==> src/rtl/mult_pkg.sv <==
`default_nettype none
// ============================================================================
// Module   : mult_pkg
// Brief    : Shared types and sizing helpers for the digit-serial multiplier.
// Revision : 1.0 - initial release
// ============================================================================
package mult_pkg;

  typedef enum logic [1:0] {
    IDLE = 2'd0,
    BUSY = 2'd1,
    DONE = 2'd2
  } state_t;

  function automatic int num_digits(input int width, input int digit);
    return width / digit;
  endfunction

  // A digit index never needs fewer than one bit, even for degenerate K.
  function automatic int index_width(input int width, input int digit);
    int k;
    k = num_digits(width, digit);
    return (k > 1) ? $clog2(k) : 1;
  endfunction

endpackage
`default_nettype wire

==> src/rtl/digit_mul.sv <==
`default_nettype none
// ============================================================================
// Module   : digit_mul
// Brief    : Exact unsigned DIGIT x DIGIT base multiplier; swap point for
//            generated base-multiplier cores.
// Revision : 1.0 - initial release
// ============================================================================
module digit_mul #(
  parameter int DIGIT = 2
) (
  input  logic [DIGIT-1:0]   a,
  input  logic [DIGIT-1:0]   b,
  output logic [2*DIGIT-1:0] p
);

  logic [2*DIGIT-1:0] w_a_ext;
  logic [2*DIGIT-1:0] w_b_ext;

  assign w_a_ext = {{DIGIT{1'b0}}, a};
  assign w_b_ext = {{DIGIT{1'b0}}, b};
  assign p       = w_a_ext * w_b_ext;

endmodule
`default_nettype wire

==> src/rtl/mult_digit_serial.sv <==
`default_nettype none
// ============================================================================
// Module   : mult_digit_serial
// Brief    : Digit-serial signed/unsigned multiplier with valid/ready handshake;
//            one base-multiplier digit pair per cycle, K*K cycles per product.
// Revision : 1.0 - initial release
// ============================================================================
module mult_digit_serial
  import mult_pkg::*;
#(
  parameter int WIDTH = 8,
  parameter int DIGIT = 2
) (
  input  logic               clk,
  input  logic               rst,
  input  logic               in_valid,
  output logic               in_ready,
  input  logic [WIDTH-1:0]   in_a,
  input  logic [WIDTH-1:0]   in_b,
  input  logic               in_signed,
  output logic               out_valid,
  input  logic               out_ready,
  output logic [2*WIDTH-1:0] out_product
);

  localparam int c_num_digits = num_digits(WIDTH, DIGIT);
  localparam int c_idx_w      = index_width(WIDTH, DIGIT);
  localparam int c_prod_w     = 2 * WIDTH;
  localparam logic [c_idx_w-1:0] c_last_idx = c_idx_w'(c_num_digits - 1);
  localparam logic [c_idx_w-1:0] c_idx_one  = c_idx_w'(1);

  generate
    if (((WIDTH % DIGIT) != 0) || (WIDTH < 2 * DIGIT)) begin : g_bad_params
      $error("mult_digit_serial: WIDTH must be a multiple of DIGIT and >= 2*DIGIT");
    end
  endgenerate

  state_t r_state;
  state_t w_state_next;

  logic [WIDTH-1:0]    r_mag_a;
  logic [WIDTH-1:0]    r_mag_b;
  logic                r_neg;
  logic [c_prod_w-1:0] r_acc;
  logic [c_idx_w-1:0]  r_i;
  logic [c_idx_w-1:0]  r_j;
  logic [c_prod_w-1:0] r_product;

  logic                w_accept;
  logic [WIDTH-1:0]    w_mag_a_in;
  logic [WIDTH-1:0]    w_mag_b_in;
  logic                w_zero_op;
  logic                w_last_pair;

  logic [c_num_digits-1:0][DIGIT-1:0] w_digits_a;
  logic [c_num_digits-1:0][DIGIT-1:0] w_digits_b;
  logic [DIGIT-1:0]    w_digit_a;
  logic [DIGIT-1:0]    w_digit_b;
  logic [2*DIGIT-1:0]  w_pp;
  logic [c_prod_w-1:0] w_pp_ext;
  logic [c_prod_w-1:0] w_pp_shifted;
  logic [c_prod_w-1:0] w_acc_sum;
  logic [c_prod_w-1:0] w_result;

  // Unsigned negation of the most negative value yields 2^(WIDTH-1) exactly.
  assign w_mag_a_in = (in_signed && in_a[WIDTH-1]) ? -in_a : in_a;
  assign w_mag_b_in = (in_signed && in_b[WIDTH-1]) ? -in_b : in_b;
  assign w_zero_op  = (w_mag_a_in == '0) || (w_mag_b_in == '0);
  assign w_accept   = in_valid && (r_state == IDLE);

  assign w_digits_a  = r_mag_a;
  assign w_digits_b  = r_mag_b;
  assign w_digit_a   = w_digits_a[r_i];
  assign w_digit_b   = w_digits_b[r_j];
  assign w_last_pair = (r_i == c_last_idx) && (r_j == c_last_idx);

  digit_mul #(
    .DIGIT (DIGIT)
  ) u_digit_mul (
    .a (w_digit_a),
    .b (w_digit_b),
    .p (w_pp)
  );

  assign w_pp_ext     = {{(c_prod_w - 2*DIGIT){1'b0}}, w_pp};
  assign w_pp_shifted = w_pp_ext << (DIGIT * (int'(r_i) + int'(r_j)));
  assign w_acc_sum    = r_acc + w_pp_shifted;
  assign w_result     = r_neg ? -w_acc_sum : w_acc_sum;

  always_ff @(posedge clk) begin
    if (rst) begin
      r_state <= IDLE;
    end else begin
      r_state <= w_state_next;
    end
  end

  always_comb begin
    w_state_next = r_state;
    in_ready     = 1'b0;
    out_valid    = 1'b0;
    case (r_state)
      IDLE: begin
        in_ready = 1'b1;
        if (w_accept) begin
          w_state_next = w_zero_op ? DONE : BUSY;
        end
      end
      BUSY: begin
        if (w_last_pair) begin
          w_state_next = DONE;
        end
      end
      DONE: begin
        out_valid = 1'b1;
        if (out_ready) begin
          w_state_next = IDLE;
        end
      end
      default: begin
        w_state_next = IDLE;
      end
    endcase
  end

  always_ff @(posedge clk) begin
    if (rst) begin
      r_mag_a   <= '0;
      r_mag_b   <= '0;
      r_neg     <= 1'b0;
      r_acc     <= '0;
      r_i       <= '0;
      r_j       <= '0;
      r_product <= '0;
    end else if (w_accept) begin
      r_mag_a <= w_mag_a_in;
      r_mag_b <= w_mag_b_in;
      r_neg   <= in_signed & (in_a[WIDTH-1] ^ in_b[WIDTH-1]);
      r_acc   <= '0;
      r_i     <= '0;
      r_j     <= '0;
      if (w_zero_op) begin
        r_product <= '0;
      end
    end else if (r_state == BUSY) begin
      r_acc <= w_acc_sum;
      if (r_j == c_last_idx) begin
        r_j <= '0;
        r_i <= r_i + c_idx_one;
      end else begin
        r_j <= r_j + c_idx_one;
      end
      if (w_last_pair) begin
        r_product <= w_result;
      end
    end
  end

  assign out_product = r_product;

endmodule
`default_nettype wire

==> config.mk <==
export PLATFORM = sky130hd
export DESIGN_NAME = mult_digit_serial
export DESIGN_NICKNAME = d
export VERILOG_FILES = /design/src/rtl/mult_pkg.sv /design/src/rtl/digit_mul.sv /design/src/rtl/mult_digit_serial.sv
export SDC_FILE = /design/constraint.sdc
export NUM_CORES = 1
export LEC_CHECK = 0
export ABC_AREA = 0
export BUFFER_PORTS_ARGS = -buffer_cell sky130_fd_sc_hd__buf_2
export CAP_MARGIN = 30
export CORE_ASPECT_RATIO = 1.4
export CORE_UTILIZATION = 60
export CTS_CLUSTER_SIZE = 28
export DETAILED_ROUTE_END_ITERATION = 16
export PLACE_DENSITY = 0.81
export SLEW_MARGIN = 0
export SYNTH_ARGS = -nofsm -noshare
export SYNTH_HDL_FRONTEND = slang
export SYNTH_SLANG_ARGS = --single-unit
==> constraint.sdc <==
create_clock -name clk -period 13.7 [get_ports clk]
set_input_delay 2.74 -clock clk [delete_from_list [all_inputs] [get_ports clk]]
set_output_delay 2.74 -clock clk [all_outputs]
set_load 0.05 [all_outputs]
==> summary.md <==
| Metric | Value |
|---|---|
| Number of global-route vias before repair | `about 3100` |
| DP HPWL | `roughly 6400 µm` |
| Initial antenna violation count | `0` |
| Crit path time final | `5.13 ns` |
| Drt pass-1 iters | `5` |
| Worst Path Required | `roughly 14 ns` |
| Slew HR | `38.3%` |
| # hold bufs at CTS | `0` |
| CTS Buf Count | `5` |
| Max-cap viol count | `0` |
| Critical path depth in cells | `17` |
| Clk sinks | `55` |
| Global route overflow | `0` |
| Yosys cell types | `54` |
| PwrDens | `80.7 nW/µm²` |
| N_diodes | `0` |
| Commonest non-fill, non-tap cell in the layout | `nor2_1` |
| Clock skew | `0.00276 ns` |
| Vias per inst | `5.88` |
| CP startpoint kind | `flip-flop` |
| Endpoints failing setup | `0` |
| Final GP Congestion | `0.873` |
| Largest net degree at the start of global routing | `33` |
| Global-route wire length before repair | `13900 µm` |
| CTS clk-pin slew, worst paths | `0.10 ns` |
| Count of final hold-check violations | `0` |
| Top_reg_cell synth | `dfxtp_1` |
| Yosys reg bits | `55` |
| Post-Place Cells | `between 500 and 600` |
| PortBufs | `38` |
| Worst Path Max Fanout | `12` |
| Worst setup path category | `reg -> reg` |
| Worst hold path stage count | `2` |
| TNS Setup | `0 ns` |
| Slew Limit Fails | `0` |
| Clock Tree Buf Depth | `2` |
| Site row count | `33` |
| Syn-to-layout area delta | `8.39%` |
| Commonest cells after routing, fill and taps aside | `nor2_1, dfxtp_1, nand2_1, buf_2, a21oi_1` |
| Initial Util | `62.7%` |
| Final period util | `37.4%` |
| CP Cell Sequence | `ha_1 -> inv_1 -> fa_1 -> nand2_1 -> nor3_1 -> ha_1 -> inv_1 -> fa_1 -> nand2b_1 -> a21oi_2 -> a21oi_1 -> or3_1 -> nor4_1 -> nand4b_1 -> o41ai_2 -> xor2_1 -> a22o_1` |
| Reg2reg start | `r_j[0]` |
| Reg2Reg Capture Point | `out_product[15]` |
| Crit path from | `r_j[0]` |
| Io pins | `39` |
| CP top delay family | `simple AND/OR/NAND/NOR gates` |
| Total number of vias | `roughly 3300` |
| Peak VDD IR | `0.0545 mV` |
| Critical Path Slowest Stage Cell | `fa_1` |
| Chip Width | `68.4 µm` |
| Outcome | `finished, final reports clean` |
| Clk_lat worst skew | `0.31 ns` |
| Min-delay worst type | `reg -> reg` |
| Fin worst setup slack | `8.57 ns` |
| Core Area | `5900 µm²` |
| Syn Inst Count | `465` |
| Avg WL per Cell | `~15 µm` |
| YS warnings | `0` |
| Synth Net Count | `512` |
| Non-filler instance count after layout | `564` |
| Setup slack at placement | `~8.4 ns` |
| TritonCTS clock tree | `done` |
| R2R Setup Slk | `8.57 ns` |
| Register-to-Register Path Depth | `17` |
| Seq/Total Area, Yosys | `29.8%` |
| Worst Path Arrival | `5.34 ns` |
| Worst slew pin tran | `0.926 ns` |
| CP max stage delay | `0.69 ns` |
| Drt drc | `0` |
| Fraction of layout cells with a size suffix above 1 | `12.8%` |
| Leakage | `1.73 nW` |
| Routed Antenna Nets | `0` |
| Fmax | `approximately 200 MHz` |
| Share of synthesized registers carrying an async set or reset | `0%` |
| Post-CTS Setup Bufs | `0` |
| CTS root buffer | `clkbuf_8` |
| Critical Path Sink Type | `flip-flop` |
| Unrepaired setup endpoints after global routing | `no` |
| Total chip power | `324 µW` |
| Initial DRC Count | `between 100 and 150` |
| Layout fillers | `536` |
| DRT Wirelength | `between 8000 and 9000 µm` |
| Global-route usage over all layers | `28.2%` |
| Cell Area, Synth | `3700 µm²` |
| DIE HEIGHT | `94.9 µm` |
| Syn Area/Cell | `between 7 and 8 µm²` |
| Critical path buffers and inverters | `2` |
| CTS resizes | `0` |
| Die area | `between 6000 and 7000 µm²` |
| CP endpoint | `out_product[15]` |
| Layout Nets | `540` |
| Depth of the CTS H-tree | `2` |
| Fin util | `67.9%` |
| Post-synth EDFFs | `0` |
-- metal layers --
metal	global-route usage [%]	vias up	part of all wire, %
met4	7.47	0	1.1
met2	52.2	70	53
li1	-	1697	-
met5	0	-	0
met3	3.38	8	3.0
met1	32.9	1540	43
-- cell usage after synthesis, types with 6 or more instances --
| master | n | share of area [%] |
|---|---|---|
| clkbuf_1 | 18 | 1.8 |
| nor2b_1 | 10 | 1.7 |
| a21oi_1 | 29 | 3.9 |
| xnor2_1 | 20 | 4.7 |
| a211oi_1 | 14 | 2.8 |
| a22oi_1 | 11 | 2.2 |
| nand2b_1 | 13 | 2.2 |
| nand2_1 | 50 | 5.1 |
| ha_1 | 24 | 8.1 |
| inv_1 | 18 | 1.8 |
| nor3_1 | 16 | 2.2 |
| dfxtp_1 | 55 | 30 |
| xor2_1 | 17 | 4.0 |
| o21ai_0 | 15 | 2.0 |
| and2_1 | 7 | 1.2 |
| nor2_1 | 63 | 6.4 |
| a22o_1 | 6 | 1.4 |
| or3_1 | 6 | 1.0 |
| nand3_1 | 10 | 1.4 |
-- through the flow --
step	instance area (µm²)	hold slack, ns
6_report	4010	0.459
3_5_place_dp	3920	0.448
2_1_floorplan	3700	0.429
5_1_grt	4010	0.482
4_1_cts	4010	0.463
3_3_place_gp	3920	0.436
-- flip-flops by register name, indices dropped and copies added (netlist names) --
name and flops:
r_j 2, r_mag_b 8, r_i 2, r_neg 1
r_state 2, r_acc 16, out_product 16, r_mag_a 8
-- worst min-delay path: cells and delay by family, from the launching register on --
family,cells,cell delay (ns)
simple gates,1,0.05
compound gates,1,0.05
flops,1,0.32
-- worst min path at each step --
stage,to,start
2_1_floorplan,r_mag_b[7],r_mag_b[7]
3_3_place_gp,r_mag_b[7],r_mag_b[7]
3_5_place_dp,r_mag_b[7],r_mag_b[7]
4_1_cts,r_mag_b[7],r_mag_b[7]
5_1_grt,r_mag_b[7],r_mag_b[7]
6_report,r_mag_b[7],r_mag_b[7]
-- layout make-up --
class / count / area (µm²) / share of cell area [%]
Clock buffer: 6 / 72.6 / 1.81
Clock inverter: 2 / 16.3 / 0.406
Multi-Input combinational cell: 373 / 2460 / 61.3
Tap cell: 70 / 87.6 / 2.18
Timing Repair Buffer: 40 / 205 / 5.12
Inverter: 18 / 67.6 / 1.68
Sequential cell: 55 / 1100 / 27.5
-- kinds of logic after synthesis --
logic type / synth area share (%)
compound gates: 21.3
simple gates: 23.7
flops: 29.8
buf+inv: 3.75
xor+xnor: 8.76
fa+ha+maj: 9.20
mux: 3.52
-- power breakdown --
part | internal, mW | switching, mW | total (mW)
clock network | 0.0369 | 0.0553 | 0.0922
registers | 0.166 | 0.00488 | 0.171
logic | 0.0226 | 0.0377 | 0.0603
Power figures use the tool's default switching activity.
